$ cat config.mk
export PLATFORM = sky130hd
export DESIGN_NAME = policy_check_pipe
export DESIGN_NICKNAME = d
export VERILOG_FILES = /design/src/rtl/policy_check_pipe.sv
export SDC_FILE = /design/constraint.sdc
export NUM_CORES = 1
export LEC_CHECK = 0
export CORE_UTILIZATION = 30
export CTS_BUF_LIST = sky130_fd_sc_hd__clkbuf_8
export DETAILED_ROUTE_END_ITERATION = 10
export MAX_ROUTING_LAYER = met4
export PLACE_DENSITY_LB_ADDON = 0.2
export SYNTH_ARGS = -nofsm -noshare
export SYNTH_HDL_FRONTEND = slang
export SYNTH_SLANG_ARGS = --single-unit
$ cat constraint.sdc
create_clock -name ACLK -period 2.34 [get_ports ACLK]
set_input_delay 0.234 -clock ACLK [delete_from_list [all_inputs] [get_ports ACLK]]
set_output_delay 0.234 -clock ACLK [all_outputs]
set_load 0.02 [all_outputs]
$ cat src/rtl/policy_check_pipe.sv
// Two-stage access-policy checker: S1 registers the request and its last byte address,
// S2 registers the region/domain/policy decision and keeps a sticky first-violation record.
package axi_pkg;
  typedef logic [7:0] len_t;
  typedef logic [2:0] size_t;
endpackage

package pu_pkg;
  typedef struct packed {
    logic read;
    logic write;
  } policy_entry_t;
endpackage

module policy_check_pipe #(
  parameter int unsigned NUM_MEM_REGIONS = 4,
  parameter int unsigned NUM_DOMAINS     = 4,
  parameter int unsigned ID_WIDTH        = 16,
  parameter int unsigned ADDR_WIDTH      = 32,
  parameter int unsigned CNT_WIDTH       = 16
) (
  input  logic                  ACLK,
  input  logic                  ARESETN,
  input  logic                  CFG_WE,
  input  logic                  CFG_TARGET,
  input  logic [3:0]            CFG_IDX,
  input  logic                  CFG_EN,
  input  logic [ADDR_WIDTH-1:0] CFG_VALUE,
  input  logic [ADDR_WIDTH-1:0] CFG_MASK,
  input  pu_pkg::policy_entry_t [NUM_MEM_REGIONS-1:0][NUM_DOMAINS-1:0] POLICY,
  input  logic                  REQ_VALID,
  output logic                  REQ_READY,
  input  logic [ID_WIDTH-1:0]   REQ_ID,
  input  logic [ADDR_WIDTH-1:0] REQ_ADDR,
  input  axi_pkg::len_t         REQ_LEN,
  input  axi_pkg::size_t        REQ_SIZE,
  input  logic                  REQ_WRITE,
  output logic                  RSP_VALID,
  input  logic                  RSP_READY,
  output logic                  RSP_GRANTED,
  output logic                  VIOL_VALID,
  output logic [ID_WIDTH-1:0]   VIOL_ID,
  output logic [ADDR_WIDTH-1:0] VIOL_ADDR,
  output logic                  VIOL_WRITE,
  output logic [CNT_WIDTH-1:0]  VIOL_CNT,
  input  logic                  VIOL_CLR
);

  localparam int unsigned AW1 = ADDR_WIDTH + 1;
  localparam logic [CNT_WIDTH-1:0] CNT_ONE = CNT_WIDTH'(1);

  logic [NUM_MEM_REGIONS-1:0] r_rgn_en;
  logic [ADDR_WIDTH-1:0]      r_rgn_base [NUM_MEM_REGIONS];
  logic [ADDR_WIDTH-1:0]      r_rgn_mask [NUM_MEM_REGIONS];
  logic [NUM_DOMAINS-1:0]     r_dom_en;
  logic [ID_WIDTH-1:0]        r_dom_id   [NUM_DOMAINS];
  logic [ID_WIDTH-1:0]        r_dom_mask [NUM_DOMAINS];

  logic                  r_s1_valid, r_s1_write;
  logic [ID_WIDTH-1:0]   r_s1_id;
  logic [ADDR_WIDTH-1:0] r_s1_addr;
  logic [ADDR_WIDTH:0]   r_s1_last;

  logic                  r_s2_valid, r_s2_granted, r_s2_write;
  logic [ID_WIDTH-1:0]   r_s2_id;
  logic [ADDR_WIDTH-1:0] r_s2_addr;

  logic                  r_viol_valid, r_viol_write;
  logic [ID_WIDTH-1:0]   r_viol_id;
  logic [ADDR_WIDTH-1:0] r_viol_addr;
  logic [CNT_WIDTH-1:0]  r_viol_cnt;

  logic                       w_s2_ready, w_req_ready, w_grant, w_deny_hs;
  logic [ADDR_WIDTH:0]        w_bytes, w_last;
  logic [NUM_MEM_REGIONS-1:0] w_rgn_hit;
  logic [NUM_DOMAINS-1:0]     w_dom_hit;

  // Slot indices at or above the slot count never match a loop index, so they are dropped.
  always_ff @(posedge ACLK or negedge ARESETN) begin
    if (!ARESETN) begin
      r_rgn_en <= '0;
      r_dom_en <= '0;
      for (int i = 0; i < NUM_MEM_REGIONS; i++) begin
        r_rgn_base[i] <= '0;
        r_rgn_mask[i] <= '0;
      end
      for (int j = 0; j < NUM_DOMAINS; j++) begin
        r_dom_id[j]   <= '0;
        r_dom_mask[j] <= '0;
      end
    end else if (CFG_WE) begin
      for (int i = 0; i < NUM_MEM_REGIONS; i++) begin
        if (!CFG_TARGET && CFG_IDX == 4'(i)) begin
          r_rgn_en[i]   <= CFG_EN;
          r_rgn_base[i] <= CFG_VALUE;
          r_rgn_mask[i] <= CFG_MASK;
        end
      end
      for (int j = 0; j < NUM_DOMAINS; j++) begin
        if (CFG_TARGET && CFG_IDX == 4'(j)) begin
          r_dom_en[j]   <= CFG_EN;
          r_dom_id[j]   <= CFG_VALUE[ID_WIDTH-1:0];
          r_dom_mask[j] <= CFG_MASK[ID_WIDTH-1:0];
        end
      end
    end
  end

  // Extra top bit of the last-byte address carries the wrap indication.
  always_comb begin
    w_bytes = (AW1'(REQ_LEN) + AW1'(1)) << REQ_SIZE;
    w_last  = AW1'(REQ_ADDR) + w_bytes - AW1'(1);
  end

  always_comb begin
    w_rgn_hit = '0;
    w_dom_hit = '0;
    w_grant   = 1'b0;
    for (int i = 0; i < NUM_MEM_REGIONS; i++) begin
      w_rgn_hit[i] = r_rgn_en[i]
          && ((r_s1_addr & r_rgn_mask[i]) == (r_rgn_base[i] & r_rgn_mask[i]))
          && ((r_s1_last[ADDR_WIDTH-1:0] & r_rgn_mask[i]) == (r_s1_addr & r_rgn_mask[i]));
    end
    for (int j = 0; j < NUM_DOMAINS; j++) begin
      w_dom_hit[j] = r_dom_en[j]
          && ((r_s1_id & r_dom_mask[j]) == (r_dom_id[j] & r_dom_mask[j]));
    end
    for (int i = 0; i < NUM_MEM_REGIONS; i++) begin
      for (int j = 0; j < NUM_DOMAINS; j++) begin
        if (w_rgn_hit[i] && w_dom_hit[j]
            && (r_s1_write ? POLICY[i][j].write : POLICY[i][j].read)) begin
          w_grant = 1'b1;
        end
      end
    end
    if (r_s1_last[ADDR_WIDTH]) w_grant = 1'b0;
  end

  assign w_s2_ready  = !r_s2_valid || RSP_READY;
  // Gating with the reset keeps the request side closed while reset is held.
  assign w_req_ready = ARESETN && (!r_s1_valid || w_s2_ready);

  always_ff @(posedge ACLK or negedge ARESETN) begin
    if (!ARESETN) begin
      r_s1_valid   <= 1'b0;
      r_s1_write   <= 1'b0;
      r_s1_id      <= '0;
      r_s1_addr    <= '0;
      r_s1_last    <= '0;
      r_s2_valid   <= 1'b0;
      r_s2_granted <= 1'b0;
      r_s2_write   <= 1'b0;
      r_s2_id      <= '0;
      r_s2_addr    <= '0;
    end else begin
      if (w_req_ready) begin
        r_s1_valid <= REQ_VALID;
        if (REQ_VALID) begin
          r_s1_write <= REQ_WRITE;
          r_s1_id    <= REQ_ID;
          r_s1_addr  <= REQ_ADDR;
          r_s1_last  <= w_last;
        end
      end
      if (w_s2_ready) begin
        r_s2_valid <= r_s1_valid;
        if (r_s1_valid) begin
          r_s2_granted <= w_grant;
          r_s2_write   <= r_s1_write;
          r_s2_id      <= r_s1_id;
          r_s2_addr    <= r_s1_addr;
        end
      end
    end
  end

  assign w_deny_hs = r_s2_valid && RSP_READY && !r_s2_granted;

  always_ff @(posedge ACLK or negedge ARESETN) begin
    if (!ARESETN) begin
      r_viol_valid <= 1'b0;
      r_viol_write <= 1'b0;
      r_viol_id    <= '0;
      r_viol_addr  <= '0;
      r_viol_cnt   <= '0;
    end else if (VIOL_CLR) begin
      r_viol_valid <= w_deny_hs;
      r_viol_cnt   <= w_deny_hs ? CNT_ONE : '0;
      if (w_deny_hs) begin
        r_viol_id    <= r_s2_id;
        r_viol_addr  <= r_s2_addr;
        r_viol_write <= r_s2_write;
      end
    end else if (w_deny_hs) begin
      if (r_viol_cnt != '1) r_viol_cnt <= r_viol_cnt + CNT_ONE;
      if (!r_viol_valid) begin
        r_viol_valid <= 1'b1;
        r_viol_id    <= r_s2_id;
        r_viol_addr  <= r_s2_addr;
        r_viol_write <= r_s2_write;
      end
    end
  end

  assign REQ_READY   = w_req_ready;
  assign RSP_VALID   = r_s2_valid;
  assign RSP_GRANTED = r_s2_granted;
  assign VIOL_VALID  = r_viol_valid;
  assign VIOL_ID     = r_viol_id;
  assign VIOL_ADDR   = r_viol_addr;
  assign VIOL_WRITE  = r_viol_write;
  assign VIOL_CNT    = r_viol_cnt;

endmodule

-- Yosys cells after proc, flatten, opt, wreduce, memory -nomap -nowiden
Cells that the tools add are included.
- equality and inequality tests: 17
- add/subtract/negate cells: 4
- reduce and logical (&&, ||, !) cells: 76
- mux-type cells: 51
- bitwise operators: 20
- shifts and indexed selects: 1
- operators with widths (cell ; count):
    32-bit bitwise AND ; 12
    32-bit equality test ; 8
    16-bit bitwise AND ; 8
    32-bit 2-to-1 mux ; 4
    16-bit 2-to-1 mux ; 7
    16-bit equality test ; 4
    1-bit logical AND ; 55
    1-bit 2-to-1 mux ; 40
    32-bit by 33-bit adder with 33-bit output ; 1
    9-bit by 3-bit left shift with 33-bit output ; 1
    33-bit by 1-bit subtractor with 33-bit output, second input constant ; 1
    2-bit AND reduction ; 12
    16-bit by 1-bit adder with 16-bit output, second input constant ; 1
    16-bit != test, second input constant ; 1
    8-bit by 1-bit adder with 9-bit output, second input constant ; 1
    4-bit by 2-bit equality test with 1-bit output, second input constant ; 2
    4-bit by 1-bit equality test with 1-bit output, second input constant ; 1
    1-bit logical NOT ; 4
    4-bit logical NOT ; 1
    2-bit nonzero test ; 2
    1-bit logical OR ; 2
    2-bit != test, second input constant ; 1
- bits of input ports: 168
- word-level logic and storage cells: 208
- register bits after elaboration: 592
- output and inout bits: 69

-- Logic depth before layout (Yosys ltp)
Gate-level depths: netlist (run 1).
- depth after elaboration: 23
- depth in mapped cells: 21
- mapped depth without buffers: 20

-- Least setup slack after synthesis (run 1)
OpenSTA, ideal clock, no wires.
- kind: in2reg
- start: input port REQ_SIZE[0]
- end: register r_s1_last[28]
- setup time: 0.131 ns
- required time: 2.209 ns
- data arrival time: 4.012 ns
- buffers on the path: 2
- setup slack: -1.802 ns
- cell stages on the path: 17
- cells stage by stage: clkbuf_1 -> clkbuf_1 -> mux2i_1 -> mux2i_1 -> or2_2 -> ha_1 -> inv_1 -> ha_1 -> o21ai_0 -> nor2_1 -> o41ai_2 -> a21oi_2 -> a211o_2 -> a221o_2 -> a311o_1 -> xnor2_1 -> o21ai_1
- word-level cells in the longest chain between the ends: 3
- RTL lines (what ; line ; text):
    from (decl) ; 36 ; input axi_pkg::size_t REQ_SIZE,
    9-bit by 3-bit left shift with 33-bit output ; 111 ; w_bytes = (AW1'(REQ_LEN) + AW1'(1)) << REQ_SIZE;
    32-bit by 33-bit adder with 33-bit output ; 112 ; w_last = AW1'(REQ_ADDR) + w_bytes - AW1'(1);
    33-bit by 1-bit subtractor with 33-bit output ; 112 ;
    to (signal assigned) ; 162 ; r_s1_last <= w_last;
    to (decl) ; 62 ; logic [ADDR_WIDTH:0] r_s1_last;
No other way between the ends.
A chain may end at the register's enable or synchronous reset.

-- Final worst setup path (run 1)
- start: input port REQ_LEN[1]
- end: register r_s1_last[28]
- word-level cells in the longest chain between the ends: 4
- RTL lines (what ; line ; text):
    from (decl) ; 35 ; input axi_pkg::len_t REQ_LEN,
    8-bit by 1-bit adder with 9-bit output ; 111 ;
    9-bit by 3-bit left shift with 33-bit output ; 111 ;
    32-bit by 33-bit adder with 33-bit output ; 112 ;
    33-bit by 1-bit subtractor with 33-bit output ; 112 ;
No other way between the ends.

==> reports/metrics.yaml, run 1 <==
run_status:
  outcome: "finished with violations"
  violations: "negative setup slack"
timing:
  setup_viol: 26
  rsz0062_at_grt: "yes"
  setup_ws_ps: -954
  maxSlewHeadroom_pct: 26.1
  post-route-period-util_pct: 141
  clock.fmax_mhz: 304
  skew_ps: 40.8
  worst_pin_slew_ps: 1110
  tns_ps: -14950
  slew_violations: 0
  min_period_ps: 3290
  hold-worst-slack_ps: 113
  hold_violations: 0
grt:
  overflow: 0
  grt_pass1_wl_mm: 185
  grt_antenna_before_repair: 11
  grt_pass1_vias: 25600
  grt_max_degree: 171
  gr-usage-all-layers_pct: 27.1
yosys:
  yosysSeqAreaShare_pct: 50.9
  syn_inst: 2585
  async_flop_share_pct: 100
  netlist_area_sq_um: 29100
  synth_warnings: 0
  ys_types: 69
  syn_avg_cell_area_sq_um: 11.3
  ys_ff_latch: 592
  synth_edf_count: 0
  synthFlopType: "dfrtp_1"
  synth_fp_nets: 2803
clock_tree:
  cts_htree_levels: 3
  clk_pin_slew_ps: 60
  numCtsBuffers: 111
  cts_tree: "built"
  cts_max_path_buffers: 3
  clk-insertion-delay-late_ps: 780
  root_buffer: "clkbuf_8"
  cts.sinks: 592
critical_path:
  arrival_ps: 3960
  critPathMaxStageDelay_ps: 410
  critPathLaunch: "REQ_LEN[1]"
  path_cells: "buf_8, ha_4, a311oi_2, o21bai_4, a22oi_2, mux2_4, a22oi_2, ha_1, inv_2, ha_4, buf_6, and3_4, o41ai_4, a21oi_2, a211o_2, a221o_2, a311o_1, xnor2_1, o21ai_1"
  setup.worst_path.start_class: "input pin"
  r2r_slack_ps: -710
  critical_path.max_fanout: 7
  cp-end-kind: "flip-flop"
  critPathRequiredTime_ps: 3010
  crit_path_end: "r_s1_last[28]"
  r2r_cells: 9
  critPathSlowestCell: "a221o_2"
  r2r_start: "r_s1_last[29]"
  path_class: "in2reg"
  r2r-end: "RSP_GRANTED"
floorplan:
  ios: 237
  fp-row-count: 113
  die_y_microns: 314
  die_x_microns: 314
  initial_core_util_pct: 30.5
  core_sq_um: 95600
  dieArea_sq_um: 98300
power_and_ir_drop:
  power_frac_clock_pct: 26.5
  max-vdd-ir-drop_uv: 474
  switchingPower_mw: 14.0
  p_sw_share_pct: 35.7
  internal-power_mw: 25.3
  power_mw: 39.3
  power_density_nw_per_um2: 956
  p_comb_share_pct: 35.9
  seqPwrFrac_pct: 37.6
  p_leak_nw: 19.2
routing:
  ant_nets: 0
  wl_per_cell_microns: 27.2
  vias: 24300
  viasPerCell: 5.08
  drtPass1Iterations: 5
  route.detailed.drc: 0
  wl_mm: 130
  drtIter0Drc: 1652
job:
  drv_cap: 0
layout:
  drive_gt1_share_pct: 41.2
  instances_no_fill: 4783
  area_growth_pct: 41.0
  final_area_sq_um: 41100
  nFillCells: 9265
  nNetsFinal: 3649
  final_util_pct: 43.0
place:
  dp_slack_ps: -2330
  hpwl_mm: 102
  placed_cell_area_sq_um: 37500
  dp_cells: 4535
  io_buffers: 236
  place.gp.congestion: 1.02
worst_hold_path:
  hp-class: "in2async"
[cells in the final DEF, fill, tap and decap left out, drive strengths merged, types with 20 or more instances in the layout]
cell and instances:
buf 618, dfrtp 592, mux2 500, nand2 329, clkdlybuf4s50 224, inv 139, clkbuf 135, xor2 135
o21ai 134, nor2 68, a21oi 62, a22oi 50, ha 49, nand3 45, nor2b 38, nand4 34
o22ai 32, and3 21, nand3b 20
[state kept, by name (all words and copies together), names as in the netlist]
signal and flops:
r_rgn_base 128, r_rgn_mask 128, r_dom_id 64, r_dom_mask 64, r_s1_last 33, VIOL_ADDR 32
r_s1_addr 32, r_s2_addr 32, VIOL_CNT 16, VIOL_ID 16, r_s1_id 16, r_s2_id 16
r_dom_en 4, r_rgn_en 4, RSP_GRANTED 1, RSP_VALID 1, VIOL_VALID 1, VIOL_WRITE 1
r_s1_valid 1, r_s1_write 1, r_s2_write 1
[synth_stat cells, types with 4 or more instances]
| cell | count | area (sq um) |
|---|---|---|
| xnor2_1 | 13 | 114 |
| dfrtp_1 | 592 | 14800 |
| o21ai_0 | 133 | 666 |
| and4_1 | 5 | 43.8 |
| a221o_1 | 4 | 40.0 |
| o21bai_1 | 4 | 30.0 |
| a32oi_1 | 7 | 61.3 |
| o211ai_1 | 17 | 128 |
| a211oi_1 | 9 | 67.6 |
| a22oi_1 | 50 | 375 |
| a2111oi_0 | 6 | 52.6 |
| nor2_1 | 68 | 255 |
| mux2_2 | 500 | 5630 |
| buf_1 | 16 | 60.1 |
| a22o_1 | 11 | 96.3 |
| a21oi_1 | 61 | 305 |
| nor3b_1 | 5 | 37.5 |
| o21a_1 | 7 | 52.6 |
| a222oi_1 | 6 | 60.1 |
| a21o_1 | 9 | 67.6 |
| o22ai_1 | 32 | 200 |
| nor4_1 | 19 | 119 |
| nand3b_1 | 20 | 150 |
| clkbuf_1 | 106 | 398 |
| o31ai_1 | 10 | 75.1 |
| nor2b_1 | 38 | 238 |
| and3_1 | 21 | 131 |
| inv_1 | 95 | 357 |
| nor3_1 | 11 | 55.1 |
| nand4_1 | 34 | 213 |
| ha_1 | 49 | 613 |
| o2111ai_1 | 7 | 61.3 |
| and2_1 | 4 | 25.0 |
| buf_2 | 11 | 55.1 |
| mux2i_1 | 11 | 110 |
| a31oi_1 | 18 | 113 |
| nand3_1 | 44 | 220 |
| nand2_1 | 329 | 1230 |
| a221oi_1 | 12 | 105 |
| xor2_1 | 135 | 1180 |
| nand2b_1 | 4 | 25.0 |
| or3_1 | 13 | 81.3 |
[how the worst min path moves through the flow]
| stage | start | to |
|---|---|---|
| after detailed placement | ARESETN | VIOL_ADDR[26] |
| after global routing | ARESETN | r_rgn_mask[64] |
| final | ARESETN | r_rgn_base[0] |
| after CTS | ARESETN | r_rgn_mask[64] |
| after floorplan | ARESETN | RSP_GRANTED |
| after global placement | ARESETN | VIOL_ADDR[26] |
[worst max-delay path: cells and delay by family]
| kind | cells | cell delay [ps] |
|---|---|---|
| compound gates | 10 | 2170 |
| xor+xnor | 1 | 160 |
| mux | 1 | 280 |
| buf+inv | 3 | 280 |
| fa+ha+maj | 3 | 640 |
| simple gates | 1 | 170 |
[power groups by stage]
| stage | logic [mW] | clock network (mW) | registers [mW] |
|---|---|---|---|
| 4_1_cts | 13.9 | 10.7 | 14.7 |
| 5_1_grt | 14.9 | 11.1 | 15.0 |
| 2_1_floorplan | 5.29 | 0 | 14.6 |
| 3_3_place_gp | 13.3 | 0 | 14.8 |
| 6_report | 14.1 | 10.4 | 14.8 |
| 3_5_place_dp | 13.4 | 0 | 14.9 |
[final cells by class]
| class | instances | area (sq um) | share of cell area (%) |
|---|---|---|---|
| multi-input combinational | 1765 | 14500 | 35.2 |
| antenna | 7 | 17.5 | 0.0426 |
| clock inverter | 58 | 414 | 1.01 |
| sequential | 592 | 14800 | 36.1 |
| inverter | 95 | 357 | 0.868 |
| tap | 1265 | 1580 | 3.85 |
| clock buffer | 135 | 1860 | 4.52 |
| timing repair buffer | 866 | 7560 | 18.4 |
[layer usage]
layer	track usage, %	routed length [microns]
met5	-	0
met4	8.34	4080
met1	35.9	59500
met3	3.17	4610
met2	43.4	61700
[cells by family after synthesis]
kind of cell,Yosys count,synth area share (%)
AO/OA/AOI/OAI,429,9.71
XOR/XNOR,148,4.45
adder cells (fa/ha/maj),50,2.17
buffers and inverters,228,2.99
flip-flops,592,50.9
multiplexers,511,19.7
AND/OR/NAND/NOR,627,10.1
[timing repair]
action	CTS	global route
pin swaps	64	57
resized for setup	169	62
endpoints found under the hold margin	407	0
buffers inserted	20	14
endpoints found under the setup margin	29	30
hold buffers	19	0
cloned	1	0
Power figures use the tool's default switching activity.
==> inputs of run 2 (changes only) <==
Settings changed: ABC_CLOCK_PERIOD_IN_PS set to 2340.
==> results of run 2 <==
Same layout as run 1: the final DEF is identical, and so are final timing and power.
